[src/rtl/chord_pkg.sv]
// Shared constants for the chord sequencer: note numbers, chord codes, the
// nibble layout of the decoded 4-note word and the sequencer state type.
package chord_pkg;

  localparam logic [3:0] NOTE_C  = 4'd0;
  localparam logic [3:0] NOTE_CS = 4'd1;
  localparam logic [3:0] NOTE_D  = 4'd2;
  localparam logic [3:0] NOTE_DS = 4'd3;
  localparam logic [3:0] NOTE_E  = 4'd4;
  localparam logic [3:0] NOTE_F  = 4'd5;
  localparam logic [3:0] NOTE_FS = 4'd6;
  localparam logic [3:0] NOTE_G  = 4'd7;
  localparam logic [3:0] NOTE_GS = 4'd8;
  localparam logic [3:0] NOTE_A  = 4'd9;
  localparam logic [3:0] NOTE_AS = 4'd10;
  localparam logic [3:0] NOTE_B  = 4'd11;

  typedef enum logic [3:0] {
    REST   = 4'd0,
    MAJ7   = 4'd1,
    MIN7   = 4'd2,
    DOM7   = 4'd3,
    MIN7B5 = 4'd4,
    AUG7   = 4'd5,
    SUS7   = 4'd6,
    DIM7   = 4'd7
  } chord_code_t;

  // note1 sits in the top nibble, note4 in the bottom one.
  localparam int NOTE1_LSB = 12;
  localparam int NOTE2_LSB = 8;
  localparam int NOTE3_LSB = 4;
  localparam int NOTE4_LSB = 0;

  typedef enum logic {
    IDLE = 1'b0,
    PLAY = 1'b1
  } seq_state_t;

  // Keys outside C..B have no meaning downstream, so they collapse to C.
  function automatic logic [3:0] clamp_key(input logic [3:0] k);
    return (k > NOTE_B) ? NOTE_C : k;
  endfunction

  function automatic logic [3:0] note_at(input logic [15:0] notes, input logic [1:0] slot);
    logic [3:0] n;
    case (slot)
      2'd0:    n = notes[NOTE1_LSB +: 4];
      2'd1:    n = notes[NOTE2_LSB +: 4];
      2'd2:    n = notes[NOTE3_LSB +: 4];
      default: n = notes[NOTE4_LSB +: 4];
    endcase
    return n;
  endfunction

endpackage

[src/rtl/seq_timebase.sv]
// Tick / sub-beat / beat counters for the chord sequencer. Counters run only
// while 'run' is high and are parked at zero otherwise.
module seq_timebase
  import chord_pkg::*;
#(
  parameter int TICK_DIV        = 8,
  parameter int BEATS_PER_CHORD = 4
) (
  input  logic       clk,
  input  logic       rst_n,
  input  logic       run,
  output logic       beat,
  output logic       step_end,
  output logic [1:0] sub_beat
);

  localparam int SUB_DIV = TICK_DIV / 4;
  localparam int TW      = $clog2(TICK_DIV);
  localparam int SW      = (SUB_DIV > 1) ? $clog2(SUB_DIV) : 1;
  localparam int BW      = (BEATS_PER_CHORD > 1) ? $clog2(BEATS_PER_CHORD) : 1;

  logic [TW-1:0] tick;
  logic [SW-1:0] sub_tick;
  logic [BW-1:0] beat_cnt;
  logic          tick_last;
  logic          sub_last;
  logic          beat_last;

  assign tick_last = (tick == TW'(TICK_DIV - 1));
  assign sub_last  = (sub_tick == SW'(SUB_DIV - 1));
  assign beat_last = (beat_cnt == BW'(BEATS_PER_CHORD - 1));

  assign beat     = run && tick_last;
  assign step_end = beat && beat_last;

  // Four sub-beats exactly fill one beat, so sub_beat wraps with tick.
  always_ff @(posedge clk or negedge rst_n) begin
    if (!rst_n) begin
      tick     <= '0;
      sub_tick <= '0;
      sub_beat <= 2'd0;
      beat_cnt <= '0;
    end else if (!run) begin
      tick     <= '0;
      sub_tick <= '0;
      sub_beat <= 2'd0;
      beat_cnt <= '0;
    end else begin
      tick <= tick_last ? '0 : tick + TW'(1);
      if (sub_last) begin
        sub_tick <= '0;
        sub_beat <= sub_beat + 2'd1;
      end else begin
        sub_tick <= sub_tick + SW'(1);
      end
      if (tick_last) begin
        beat_cnt <= beat_last ? '0 : beat_cnt + BW'(1);
      end
    end
  end

endmodule

[src/rtl/chord_sequencer.sv]
// Chord progression sequencer: stores up to DEPTH chord codes and plays them
// at a fixed tempo. Arpeggiator enabled by defining CHORD_SEQ_ARPEGGIO_EN.
module chord_sequencer
  import chord_pkg::*;
#(
  parameter int  TICK_DIV        = 8,
  parameter int  BEATS_PER_CHORD = 4,
  parameter int  DEPTH           = 8,
  localparam int AW              = $clog2(DEPTH)
) (
  input  logic          clk,
  input  logic          rst_n,
  input  logic          wr_en,
  input  logic [AW-1:0] wr_addr,
  input  logic [3:0]    wr_chord,
  input  logic [AW:0]   prog_len,
  input  logic [3:0]    key_in,
  input  logic          loop_en,
  input  logic          start,
  input  logic          stop,
  input  logic [15:0]   notes_for_chord,
  output logic [3:0]    chord_out,
  output logic [3:0]    key_out,
  output logic          playing,
  output logic [AW-1:0] step_idx,
  output logic          beat,
  output logic          chord_change,
  output logic          done,
  output logic [3:0]    arp_note,
  output logic          arp_valid
);

  // start/stop are single-cycle pulses; stop wins when both arrive together.
  seq_state_t    state;
  logic [3:0]    mem [DEPTH];
  logic [AW:0]   eff_len;
  logic          at_last;
  logic [AW-1:0] next_idx;
  logic          run;
  logic          step_end;
  logic [1:0]    sub_beat;

  assign run      = (state == PLAY);
  assign eff_len  = (prog_len > (AW+1)'(DEPTH)) ? (AW+1)'(DEPTH) : prog_len;
  assign at_last  = ({1'b0, step_idx} == (eff_len - (AW+1)'(1)));
  assign next_idx = at_last ? '0 : step_idx + AW'(1);

  seq_timebase #(
    .TICK_DIV        (TICK_DIV),
    .BEATS_PER_CHORD (BEATS_PER_CHORD)
  ) u_timebase (
    .clk      (clk),
    .rst_n    (rst_n),
    .run      (run),
    .beat     (beat),
    .step_end (step_end),
    .sub_beat (sub_beat)
  );

  // Progression storage survives reset; it is only writable while idle.
  always_ff @(posedge clk) begin
    if (wr_en && state == IDLE) begin
      mem[wr_addr] <= wr_chord;
    end
  end

  always_ff @(posedge clk or negedge rst_n) begin
    if (!rst_n) begin
      state        <= IDLE;
      playing      <= 1'b0;
      step_idx     <= '0;
      chord_out    <= 4'd0;
      key_out      <= 4'd0;
      chord_change <= 1'b0;
      done         <= 1'b0;
    end else begin
      chord_change <= 1'b0;
      done         <= 1'b0;
      case (state)
        IDLE: begin
          if (start && !stop && eff_len != '0) begin
            state        <= PLAY;
            playing      <= 1'b1;
            step_idx     <= '0;
            chord_out    <= mem[0];
            key_out      <= clamp_key(key_in);
            chord_change <= 1'b1;
          end
        end
        PLAY: begin
          if (stop) begin
            state     <= IDLE;
            playing   <= 1'b0;
            step_idx  <= '0;
            chord_out <= 4'd0;
            key_out   <= 4'd0;
          end else if (step_end) begin
            if (at_last && !loop_en) begin
              state     <= IDLE;
              playing   <= 1'b0;
              step_idx  <= '0;
              chord_out <= 4'd0;
              key_out   <= 4'd0;
              done      <= 1'b1;
            end else begin
              // Key is re-sampled only here, so mid-step key changes wait.
              step_idx     <= next_idx;
              chord_out    <= mem[next_idx];
              key_out      <= clamp_key(key_in);
              chord_change <= 1'b1;
            end
          end
        end
        default: state <= IDLE;
      endcase
    end
  end

`ifdef CHORD_SEQ_ARPEGGIO_EN
  // One cycle behind the tick count; silent while idle or on a rest step.
  always_ff @(posedge clk or negedge rst_n) begin
    if (!rst_n) begin
      arp_note  <= 4'd0;
      arp_valid <= 1'b0;
    end else if (playing && chord_out != REST) begin
      arp_note  <= note_at(notes_for_chord, sub_beat);
      arp_valid <= 1'b1;
    end else begin
      arp_note  <= 4'd0;
      arp_valid <= 1'b0;
    end
  end
`else
  logic unused_arp;
  assign unused_arp = ^{notes_for_chord, sub_beat};
  assign arp_note   = 4'd0;
  assign arp_valid  = 1'b0;
`endif

endmodule

[config.mk]
export PLATFORM = sky130hd
export DESIGN_NAME = chord_sequencer
export DESIGN_NICKNAME = d
export VERILOG_FILES = /design/src/rtl/chord_pkg.sv /design/src/rtl/seq_timebase.sv /design/src/rtl/chord_sequencer.sv
export SDC_FILE = /design/constraint.sdc
export NUM_CORES = 1
export LEC_CHECK = 0
export ABC_CLOCK_PERIOD_IN_PS = 2800
export CELL_PAD_IN_SITES_DETAIL_PLACEMENT = 0
export CELL_PAD_IN_SITES_GLOBAL_PLACEMENT = 1
export CORE_MARGIN = 2
export CORE_UTILIZATION = 40
export CTS_BUF_LIST = sky130_fd_sc_hd__clkbuf_16
export DETAILED_ROUTE_END_ITERATION = 8
export PLACE_DENSITY = 0.84
export SKIP_LAST_GASP = 1
export SYNTH_ARGS = -nofsm -noshare
export SYNTH_HDL_FRONTEND = slang
export SYNTH_SLANG_ARGS = --single-unit
[constraint.sdc]
create_clock -name clk -period 2.8 [get_ports clk]
set_clock_uncertainty 0.2 [all_clocks]
set_input_delay 0.28 -clock clk [delete_from_list [all_inputs] [get_ports clk]]
set_output_delay 0.28 -clock clk [all_outputs]
set_load 0.01 [all_outputs]
# Word-level counts from Yosys, hierarchy flattened

Memories as Yosys holds them, arrays and structs flattened.
Cells that the tools add are included.
W data, S select, Z words.

Bits in registers: 20
Bits in writable memories: 32
Input port bits: 37
Memories: 1

Add/subtract/negate cells: 4
Magnitude comparators: 2
Equality and inequality tests: 7
Mux-type cells: 42
Bitwise logic cells: 1
Reductions and logical operators: 11

Memories:

| name | depth | width | read ports | clocked after memory_dff | wr ports | line                  | RTL |
|---|---|---|---|---|---|---|---|
| mem  | 8     | 4     | 2          | 0                        | 1        | chord_sequencer.sv:35 | `logic [3:0] mem [DEPTH];` |

Operators with widths:

| cell                  | count |
|---|---|
| $mux W4               | 10 |
| $mux W3               | 7 |
| $mux W1               | 16 |
| $pmux W4 S2           | 2 |
| $gt A4 B4 Y1 const B  | 2 |
| $add A3 B1 Y3 const B | 2 |
| $logic_and A1 B1 Y1   | 6 |
| $mux W2               | 3 |
| $ne A3 B2 Y1 const B  | 2 |
| $pmux W1 S2           | 3 |
| $pmux W3 S2           | 1 |
| $eq A3 B4 Y1          | 1 |
| $ne A2 B1 Y1 const B  | 2 |
| $reduce_bool A4 Y1    | 1 |
| $sub A4 B1 Y4 const B | 1 |
| $eq A3 B3 Y1 const B  | 1 |
| $reduce_and A3 Y1     | 1 |
| $add A2 B1 Y2 const B | 1 |
| $eq A2 B2 Y1 const B  | 1 |
| $logic_not A1 Y1      | 2 |
| $reduce_and A2 Y1     | 1 |
| $not A1 Y1            | 1 |

# Depth between registers and ports, before layout

Gate-level depths: netlist of the first run.
An unclocked memory read counts as a cell.

Word-level depth: 10
Depth in mapped cells: 11
Gate-level depth less buffers: 9

# Hierarchy

Synthesis of the first run repeated with hierarchy kept, for this count alone.

Cell total of the unflattened synthesis: 209
Area total of the unflattened synthesis: 2645.0 µm²

By module, submodules not included:

| module          | times used | cells an instance | area an instance (µm²) | sequential area each (µm²) |
|---|---|---|---|---|
| chord_sequencer | 1          | 180               | 2280.9                 | 1336.3 |
| seq_timebase    | 1          | 29                | 364.1                  | 200.2 |

# Worst setup path after synthesis of the first run

No wires, ideal clock.

Path type: in2reg
From: in prog_len[0]
To: reg chord_out[0]
Setup time: 129 ps
Arrival: 2417 ps
Data required time: 2471 ps
Path slack: 54 ps
Cell stages on the path: 11
Path buffers: 2
Path through: nor2b_1 > clkbuf_8 > inv_1 > ha_1 > xnor2_1 > or2_2 > o31a_1 > buf_6 > mux2_4 > a221oi_2 > o31ai_1

Word-level cells in the longest chain between the ends: 10

RTL lines:

| item                   | line                   | RTL |
|---|---|---|
| start: declaration     | chord_sequencer.sv:16  | `input logic [AW:0] prog_len,` |
| $gt A4 B4 Y1           | chord_sequencer.sv:44  | `assign eff_len = (prog_len > (AW+1)'(DEPTH)) ? (AW+1)'(DEPTH) : prog_len;` |
| $mux W4 (*)            | chord_sequencer.sv:44  |  |
| $sub A4 B1 Y4          | chord_sequencer.sv:45  | `assign at_last = ({1'b0, step_idx} == (eff_len - (AW+1)'(1)));` |
| $eq A3 B4 Y1           | chord_sequencer.sv:45  |  |
| $mux W3                | chord_sequencer.sv:46  | `assign next_idx = at_last ? '0 : step_idx + AW'(1);` |
| $mem_v2 Z8 W4          | --                     |  |
| $mux W4                | chord_sequencer.sv:98  | `if (at_last && !loop_en) begin` |
| $mux W4                | chord_sequencer.sv:97  | `end else if (step_end) begin` |
| $mux W4                | chord_sequencer.sv:91  | `if (stop) begin` |
| $pmux W4 S2            | chord_sequencer.sv:79  | `case (state)` |
| end signal: assignment | chord_sequencer.sv:85  | `chord_out <= mem[0];` |
| end signal: assignment | chord_sequencer.sv:108 | `chord_out <= mem[next_idx];` |
| end: declaration       | chord_sequencer.sv:22  | `output logic [3:0] chord_out,` |

Every way passes the cells marked *; elsewhere a longest branch is shown, timed or not. The select of a mux whose other input is x is not followed.
A chain may end at the register's enable or synchronous reset.

# Final worst setup path of the first run

Same ends and word-level chain as after synthesis.

==> results of run 1 <==
area by class of cell:
type	count	area (µm²)
inverters	12	45.0
repair buffers	62	568
flip-flops and latches	52	1460
multi-input cells	127	973
clock buffers	5	125
fillers	542	2740
clock inverters	3	17.5
well taps	75	93.8
cells by family (layout without fill, tap and decap cells):
| kind of cell | count (synthesis) | count (layout) |
|---|---|---|
| buf+inv | 26 | 82 |
| other cells | 1 | 5 |
| mux | 8 | 8 |
| flops | 52 | 52 |
| xor+xnor | 7 | 7 |
| compound gates | 53 | 53 |
| simple gates | 48 | 48 |
| fa+ha+maj | 6 | 6 |
worst max-delay path: stages:
cell and delay (ns):
clkdlybuf4s50_1 0.47, nor2b_4 0.16, inv_2 0.06, ha_4 0.24, xnor2_2 0.14, or2_4 0.24
o31a_1 0.37, mux2_4 0.32, a221oi_2 0.26, o31ai_1 0.10
synth_stat cells, drive strengths merged, types with 4 or more instances:
master	number	share of area [%]
inv	12	1.8
xnor2	5	2.0
nand2b	4	1.1
a221o	4	1.6
clkbuf	5	1.5
ha	6	3.0
nand2	9	1.3
a21oi	6	1.2
o211ai	12	3.6
buf	8	2.3
edfxtp	32	38
mux2i	5	2.0
dfrtp	20	20
a31oi	5	1.2
nor2	6	0.89
nor3	8	1.6
o21ai	8	2.0
path summary, 6_finish.rpt:
path                                     from                  to  slack (ns)  depth (start not counted)
max reg2reg                u_timebase.tick[0]             playing        0.42                          6
min reg2reg                u_timebase.tick[0]  u_timebase.tick[0]        0.25                          1
min                        u_timebase.tick[0]  u_timebase.tick[0]        0.25                          1
min in group asynchronous               rst_n        chord_out[3]        0.32                          1
max in group asynchronous               rst_n                done        1.50                          1
max                               prog_len[0]        chord_out[0]        0.11                         10
metrics by stage:
step	util (%)	instances	TNS (ns)	instance area [µm²]
after floorplan	-	205	0	2550
after global placement	51.3	327	-1.16	3090
after detailed placement	51.3	327	-1.22	3090
after CTS	53.9	336	0	3250
after global routing	54.5	336	0	3280
final	54.5	336	0	3280
power by group:
| part | switching [W] | total [W] | internal [W] |
|---|---|---|---|
| logic | 0.000150 | 0.000302 | 0.000153 |
| registers | 0.0000219 | 0.000890 | 0.000868 |
| clock network | 0.000263 | 0.000593 | 0.000330 |
registers in the layout (all words and copies together) (netlist names):
signal and count:
mem 32, playing 1, chord_out 4, run 1
key_out 4, chord_change 1, u_timebase.beat_cnt 2, step_idx 3
done 1, u_timebase.tick 3
routing by layer:
metal | wire length (µm) | global-route usage, % | part of all wire (%) | up-vias
met2 | 2500 | 24.9 | 47 | 64
li1 | - | - | - | 876
met1 | 2430 | 22.0 | 45 | 886
met4 | 137 | 7.04 | 2.6 | 0
met3 | 304 | 4.25 | 5.7 | 14
met5 | 0 | 0 | 0 | -
timing repair:
action | 4_1_cts | 5_1_grt
setup buffers | 1 | 0
pin swaps | 1 | 2
gates resized for setup | 1 | 7
endpoints found under the setup margin | 1 | 4
cloned | 0 | 0
==> metrics, run 1 <==
Total Power between 0.0015 and 0.002 W; Post-Synthesis Cells ~200; Via density 5.48; Worst VDD drop about 0.32 mV; worst min path class reg -> reg; share of layout cells above drive strength 1 approximately 20%; Critical Path Fanout Max 4; Synth Area in Adders between 2 and 3%; Max-Cap Viols 0; GRT Util Overall between 15 and 20%; DRT Pass-1 Iters 4; Post-DRT Antenna Nets 0; CTS clk-pin slew, worst paths 0.07 ns; total CTS buffers 5; first-pass GRT wire length between 8000 and 9000 µm; fmax 372 MHz; Area Growth Syn to Fin 29.6%; Post-Synth Simple-Gate Area 10.3%; number of buffers inserted by hold repair at cts 0; die extent in y about 84 µm; Max-slew headroom 35.1%; DRT iter0 DRCs 120; endpoints failing setup 0; vias around 1800; die area around 0.0070 mm²; Mapped Avg Cell Area around 13 µm²; n_diodes 0; most frequent cells in the layout clkdlybuf4s50_1, edfxtp_1, buf_4; Post-synth EDFFs 32; largest family of logic cells by synthesized area compound AO/OA/AOI/OAI gates; ys flop type edfxtp_1; Compound-Gate Fraction of Synth Area 16.0%; Tcrit/Tclk final between 90% and 100%; FP Rows 28; clock buffer depth 2; Distinct cells, synth 53; Slew Viols, Final 0; setup ws final 0.110 ns; post-synthesis cell area 0.00253 mm²; DP Worst Slack -0.344 ns; DRC errors left 0; Layout Nets between 300 and 400; outcome complete, no violations; Hold Fails Final Rpt 0; initial antenna violation count 0; xor and xnor area share after synthesis 3.46%; asr flop ratio synth 38.5%; Worst Setup Start Kind primary input; register area share after synthesis between 50 and 60%; Root Buffer clkbuf_16; GRT Residual Overflow 0; Yosys Warn Count 0; min Tclk post-route between 2 and 3 ns; flops & latches, synth 52; core area around 0.0060 mm²; Die Wd around 84 µm; Detailed Place HPWL 4000 µm; largest net degree at the start of global routing 21; initial core utilization between 40% and 50%; hold slack approximately 0.25 ns; RePlAce Congestion 0.879; Num Clock Sinks 52; RSZ-0062 raised after global routing no; WL final between 5000 and 6000 µm; I/O pin total 57; IO buf count 35; htree depth 2; clk_lat worst skew between 0.2 and 0.3 ns; Static Leak 1.29 nW; Worst setup EP type flip-flop; CTS tree done; vias in the first global route around 1900; Worst Path Required between 2 and 3 ns; Slew @ Worst Pin between 0.9 and 1 ns; most common cell after layout, fill and taps aside clkdlybuf4s50_1; Worst Path Arrival about 2.7 ns; post-synthesis mux area share ~3.5%; Cell Pwr Density ~540 mW/mm²; Setup CP Type in -> reg; per-cell routed wire length approximately 16 µm
No activity file was read; power rests on OpenSTA's default activity.
==> run 2, diff against run 1 <==
--- a/config.mk
+++ b/config.mk
@@ -12,6 +12,7 @@
 export CORE_UTILIZATION = 40
 export CTS_BUF_LIST = sky130_fd_sc_hd__clkbuf_16
 export DETAILED_ROUTE_END_ITERATION = 8
+export GPL_TIMING_DRIVEN = 0
 export PLACE_DENSITY = 0.84
 export SKIP_LAST_GASP = 1
 export SYNTH_ARGS = -nofsm -noshare
==> run 2 against run 1 <==
Sequential share of layout area rose by 0.38 points. Clock power increased by 7.8%. Fmax about the same. Non-clock buffer count down 10. Largest power group unchanged. Setup slack barely moved. Design area fell by 0.84%. Sequential power barely moved.
==> metrics, run 2 (same netlist as run 1, synthesis figures left out) <==
outcome complete, no violations; min-delay src u_timebase.tick[0]; FP Rows 28; total internal power roughly 0.0014 W; Slew @ Worst Pin 0.955 ns; Setup CP Type in -> reg; initial antenna violation count 0; RePlAce Congestion 0.845; Biggest register mem; Non-Filler Instances ~330; Worst setup EP type flip-flop; total CTS buffers 5; initial core utilization between 40% and 50%; Slew Viols, Final 0; largest net degree at the start of global routing 21; Seq pwr share around half; Via density approximately 5.5; Inst Count DP 315; die area approximately 0.0070 mm²; Clk network pwr share a little over a third; clk_lat worst skew between 0.2 and 0.3 ns; GRT Residual Overflow 0; Max-Cap Viols 0; CTS tree done; Fillers just over 500; die extent in y roughly 84 µm; Layout Nets approximately 290; Hold Fails Final Rpt 0; fmax around 370 MHz; crit path from prog_len[3]; share of layout cells above drive strength 1 roughly 17%; endpoints failing setup 0; most frequent cells in the layout clkdlybuf4s50_1, edfxtp_1, dfrtp_1; Worst Path Arrival 2.66 ns; Num Clock Sinks 52; Root Buffer clkbuf_16; WL final 5430 µm; Worst VDD drop around 0.4 mV; Tcrit/Tclk final a little over nine tenths; n_diodes 0; DRT Pass-1 Iters 4; Sw Ratio approximately a quarter; Static Leak around 1.2 nW; I/O pin total between 50 and 60; most common cell after layout, fill and taps aside clkdlybuf4s50_1; setup_tns 0 ns; RSZ-0062 raised after global routing no; core area between 0.006 and 0.007 mm²; DRT iter0 DRCs 86; first-pass GRT wire length 8970 µm; Detailed Place HPWL between 4000 and 5000 µm; vias in the first global route about 1800; biggest regs mem x32, chord_out x4, key_out x4; Worst Setup Start Kind primary input; Reg2Reg Setup Slack 0.38 ns; register area about 0.0015 mm²; Sw Pwr between 0.0004 and 0.0005 W; Comb power frac ~16%; GRT Util Overall between 10% and 20%; IO buf count 35; CTS clk-pin slew, worst paths about 0.070 ns; R2R cell count 7; Area Growth Syn to Fin 28.5%; Post-DRT Antenna Nets 0; number of buffers inserted by hold repair at cts 0; clock buffer depth 2; WHS Path Cells 1; per-cell routed wire length approximately 17 µm; Die Wd ~84 µm; max reg flops 32; vias 1799; htree depth 2; Worst Path Required 2.77 ns; Max-slew headroom a little over a third; worst min path class reg -> reg; FF-to-FF Start step_idx[1]; min Tclk post-route about 2.7 ns; Critical Path Fanout Max 5; DRC errors left 0; area of the multi-input gates between 0.001 and 0.0015 mm²; Cell Pwr Density ~560 mW/mm²
## run 2: power groups by stage
stage                     Sequential (W)  Clock (W)  Combinational, W
final                           0.000891   0.000639          0.000292
after floorplan                 0.000912          0          0.000137
after global placement          0.000904          0          0.000269
after detailed placement        0.000906          0          0.000274
after CTS                       0.000891   0.000647          0.000291
after global routing            0.000895   0.000679          0.000324
## run 2: routing by layer
metal	GRT usage [%]	wire length, µm	up-vias
met1	21.7	2460	873
li1	-	-	855
met4	5.13	119	0
met5	0	0	-
met3	4.25	312	11
met2	25.8	2540	60
## run 2: path summary, 6_finish.rpt
| check | to |
|---|---|
| max | chord_out[0] |
| min | u_timebase.tick[0] |
| max reg2reg | chord_out[0] |
| min reg2reg | u_timebase.tick[0] |
| max in group asynchronous | chord_out[3] |
| min in group asynchronous | key_out[1] |
## run 2: worst max-delay path: stages
cell and delay, ns:
clkdlybuf4s15_1 0.25, nor2b_4 0.14, clkbuf_8 0.13, clkinvlp_4 0.10, ha_4 0.25, xnor2_2 0.15, or2_4 0.26, o31a_1 0.29
buf_6 0.13, mux2_4 0.30, a221oi_4 0.27, o31ai_1 0.10
## run 2: what timing repair did
item,in CTS,in global routing
setup endpoints to repair,10,8
pin swaps,4,0
resized for setup,13,4
buffers inserted,4,0
hold endpoints to repair,0,0
## run 2: stage by stage
step	util, %	hold WS (ns)	power (W)	worst slack [ns]	cell area (µm²)
after floorplan	-	-0.216	0.00105	0.0535	2550
after global placement	49.7	0.228	0.00117	-0.645	2990
after detailed placement	49.7	0.236	0.00118	-0.674	2990
after CTS	53.8	0.245	0.00183	0.124	3240
after global routing	54.0	0.276	0.00190	0.00406	3260
final	54.0	0.243	0.00182	0.110	3260
## run 2: layout make-up
| type | instances | share of cell area [%] |
|---|---|---|
| clock inverter | 2 | 0.231 |
| sequential | 52 | 44.9 |
| inverter | 12 | 1.50 |
| clock buffer | 6 | 4.61 |
| tap | 75 | 2.88 |
| buffer | 13 | 3.23 |
| timing repair buffer | 39 | 11.6 |
| multi-input combinational | 127 | 31.0 |
==> run 3, diff against run 2 <==
--- a/config.mk
+++ b/config.mk
@@ -5,7 +5,7 @@
 export SDC_FILE = /design/constraint.sdc
 export NUM_CORES = 1
 export LEC_CHECK = 0
-export ABC_CLOCK_PERIOD_IN_PS = 2800
+export ABC_CLOCK_PERIOD_IN_PS = 2650
 export CELL_PAD_IN_SITES_DETAIL_PLACEMENT = 0
 export CELL_PAD_IN_SITES_GLOBAL_PLACEMENT = 1
 export CORE_MARGIN = 2
==> constraint.sdc (replaced) <==
create_clock -name clk -period 2.65 [get_ports clk]
set_clock_uncertainty 0.2 [all_clocks]
set_input_delay 0.265 -clock clk [delete_from_list [all_inputs] [get_ports clk]]
set_output_delay 0.265 -clock clk [all_outputs]
set_load 0.01 [all_outputs]
==> run 3 against run 2 <==
Sequential power is 5.4% higher. Clock power is 3% higher. Critical path depth stayed put. Count of clock-buffer cells in the layout is 1 lower. Power is 4.7% higher. Setup slack worse by 0.0034 ns. First-iteration DRC count is 16% lower. Via count is 0.22% lower. Register-to-register slack worse by 0.13 ns. Design area is 1.0% higher. Die area stayed put. Non-clock buffer count is 3 higher. Critical path type unchanged. Largest power group unchanged.
==> metrics, run 3 (same netlist as run 1, synthesis figures left out) <==
endpoints failing setup 0; cell family with most CP delay compound AO/OA/AOI/OAI gates; vias ~1800; clock buffer depth 2; Worst Path Required approximately 2.6 ns; RePlAce Congestion around 0.75; fmax 393 MHz; n_diodes 0; die area between 0.006 and 0.007 mm²; Critical Path Max Stage Delay 0.31 ns; Cell Pwr Density 580 mW/mm²; CTS clk-pin slew, worst paths roughly 0.070 ns; CTS tree done; Worst setup EP type flip-flop; Die Wd 83.6 µm; DRT Pass-1 Iters 4; most frequent cells in the layout clkdlybuf4s50_1, edfxtp_1, dfrtp_1; Buf/Inv on CP 4; DRC errors left 0; fin util 54.6%; number of buffers inserted by hold repair at cts 0; Critical Path Fanout Max 5; Inst Count DP roughly 320; I/O pin total 57; Tcrit/Tclk final 96.0%; Post-DRT Antenna Nets 0; initial core utilization 42.0%; max reg flops 32; outcome complete, no violations; Root Buffer clkbuf_16; setup_tns 0 ns; core area 0.00603 mm²; Static Leak 1.23 nW; Fillers ~520; FP Rows 28; Max-slew headroom around two fifths; RSZ-0062 raised after global routing no; worst min path class reg -> reg; Reg2Reg Setup Slack approximately 0.25 ns; total CTS buffers 5; Worst Path Arrival about 2.5 ns; Detailed Place HPWL just under 4000 µm; share of layout cells above drive strength 1 approximately 19%; biggest regs mem x32, chord_out x4, key_out x4; Worst VDD drop roughly 0.4 mV; Worst Setup Start Kind primary input; setup ws final around 0.11 ns; DP Worst Slack -0.693 ns; clk_lat worst skew 0.29 ns; crit path cell chain buf_2 -> nor2b_4 -> clkbuf_8 -> clkinvlp_4 -> ha_4 -> xnor2_4 -> or2_4 -> o31a_1 -> buf_6 -> mux2_4 -> a221oi_4 -> o31ai_1; Slew Viols, Final 0; Via density around 5.5; htree depth 2; IO buf count 35; per-cell routed wire length 16.5 µm; initial antenna violation count 0; Non-Filler Instances ~330; Hold Fails Final Rpt 0; Num Clock Sinks 52; DRT iter0 DRCs slightly above 70; Setup CP Type in -> reg; min Tclk post-route ~2.5 ns; first-pass GRT wire length roughly 9000 µm; CP max stage cell o31a_1; WL final between 5000 and 6000 µm; Biggest register mem; Area Growth Syn to Fin 29.8%; GRT Util Overall around 16%; vias in the first global route 1751; die extent in y 83.6 µm; largest net degree at the start of global routing 21; Slew @ Worst Pin a little over 0.9 ns; hold slack around 0.25 ns; Layout Nets 296; Max-Cap Viols 0; GRT Residual Overflow 0
## run 3: final cells by class
type | count | area [µm²] | area share, %
sequential | 52 | 1460 | 44.4
multi-input combinational | 127 | 1030 | 31.4
timing repair buffer | 42 | 395 | 12.0
clock buffer | 5 | 125 | 3.80
buffer | 13 | 105 | 3.20
tap | 75 | 93.8 | 2.85
inverter | 12 | 48.8 | 1.48
clock inverter | 3 | 26.3 | 0.799
## run 3: what timing repair did
| action | CTS | global route |
|---|---|---|
| endpoints found under the setup margin | 14 | 12 |
| setup buffers | 5 | 2 |
| resized for setup | 13 | 9 |
| pin swaps | 6 | 5 |
## run 3: report_power, final
| group | internal, W | total [W] | switching, W | leakage (nW) |
|---|---|---|---|---|
| Combinational | 0.000151 | 0.000313 | 0.000161 | 0.608 |
| Clock | 0.000357 | 0.000656 | 0.000300 | 0.0680 |
| Sequential | 0.000917 | 0.000939 | 0.0000227 | 0.558 |
| Total | 0.00142 | 0.00191 | 0.000484 | 1.23 |
## run 3: worst register-to-register path, delay by kind of cell, from the launching register on
| kind | cells | cell delay (ns) |
|---|---|---|
| multiplexers | 1 | 0.31 |
| AO/OA/AOI/OAI | 3 | 0.61 |
| buffers and inverters | 1 | 0.12 |
| adder cells (fa/ha/maj) | 1 | 0.22 |
| XOR/XNOR | 1 | 0.34 |
| flip-flops | 1 | 0.50 |
## run 3: worst paths after layout
kind                                     from                  to  cells past startpoint
setup reg to reg                  step_idx[1]        chord_out[0]                      7
hold reg to reg            u_timebase.tick[0]  u_timebase.tick[0]                      1
setup / recovery                  prog_len[3]        chord_out[0]                     12
hold / removal             u_timebase.tick[0]  u_timebase.tick[0]                      1
min in group asynchronous               rst_n        chord_out[1]                      1
max in group asynchronous               rst_n         step_idx[1]                      1
## run 3: stage by stage
stage / total power (W) / cell area [µm²]
after floorplan: 0.00111 / 2570
after global placement: 0.00124 / 3020
after detailed placement: 0.00125 / 3020
after CTS: 0.00192 / 3250
after global routing: 0.00199 / 3290
final: 0.00191 / 3290
## run 3: per-layer routing
metal,wire length (µm),GRT usage (%),up-vias,share of wire [%]
met4,94,5.43,0,1.7
met1,2470,20.8,861,45
met2,2560,26.3,58,47
met5,0,0,-,0
met3,321,4.35,11,5.9
li1,-,-,865,-
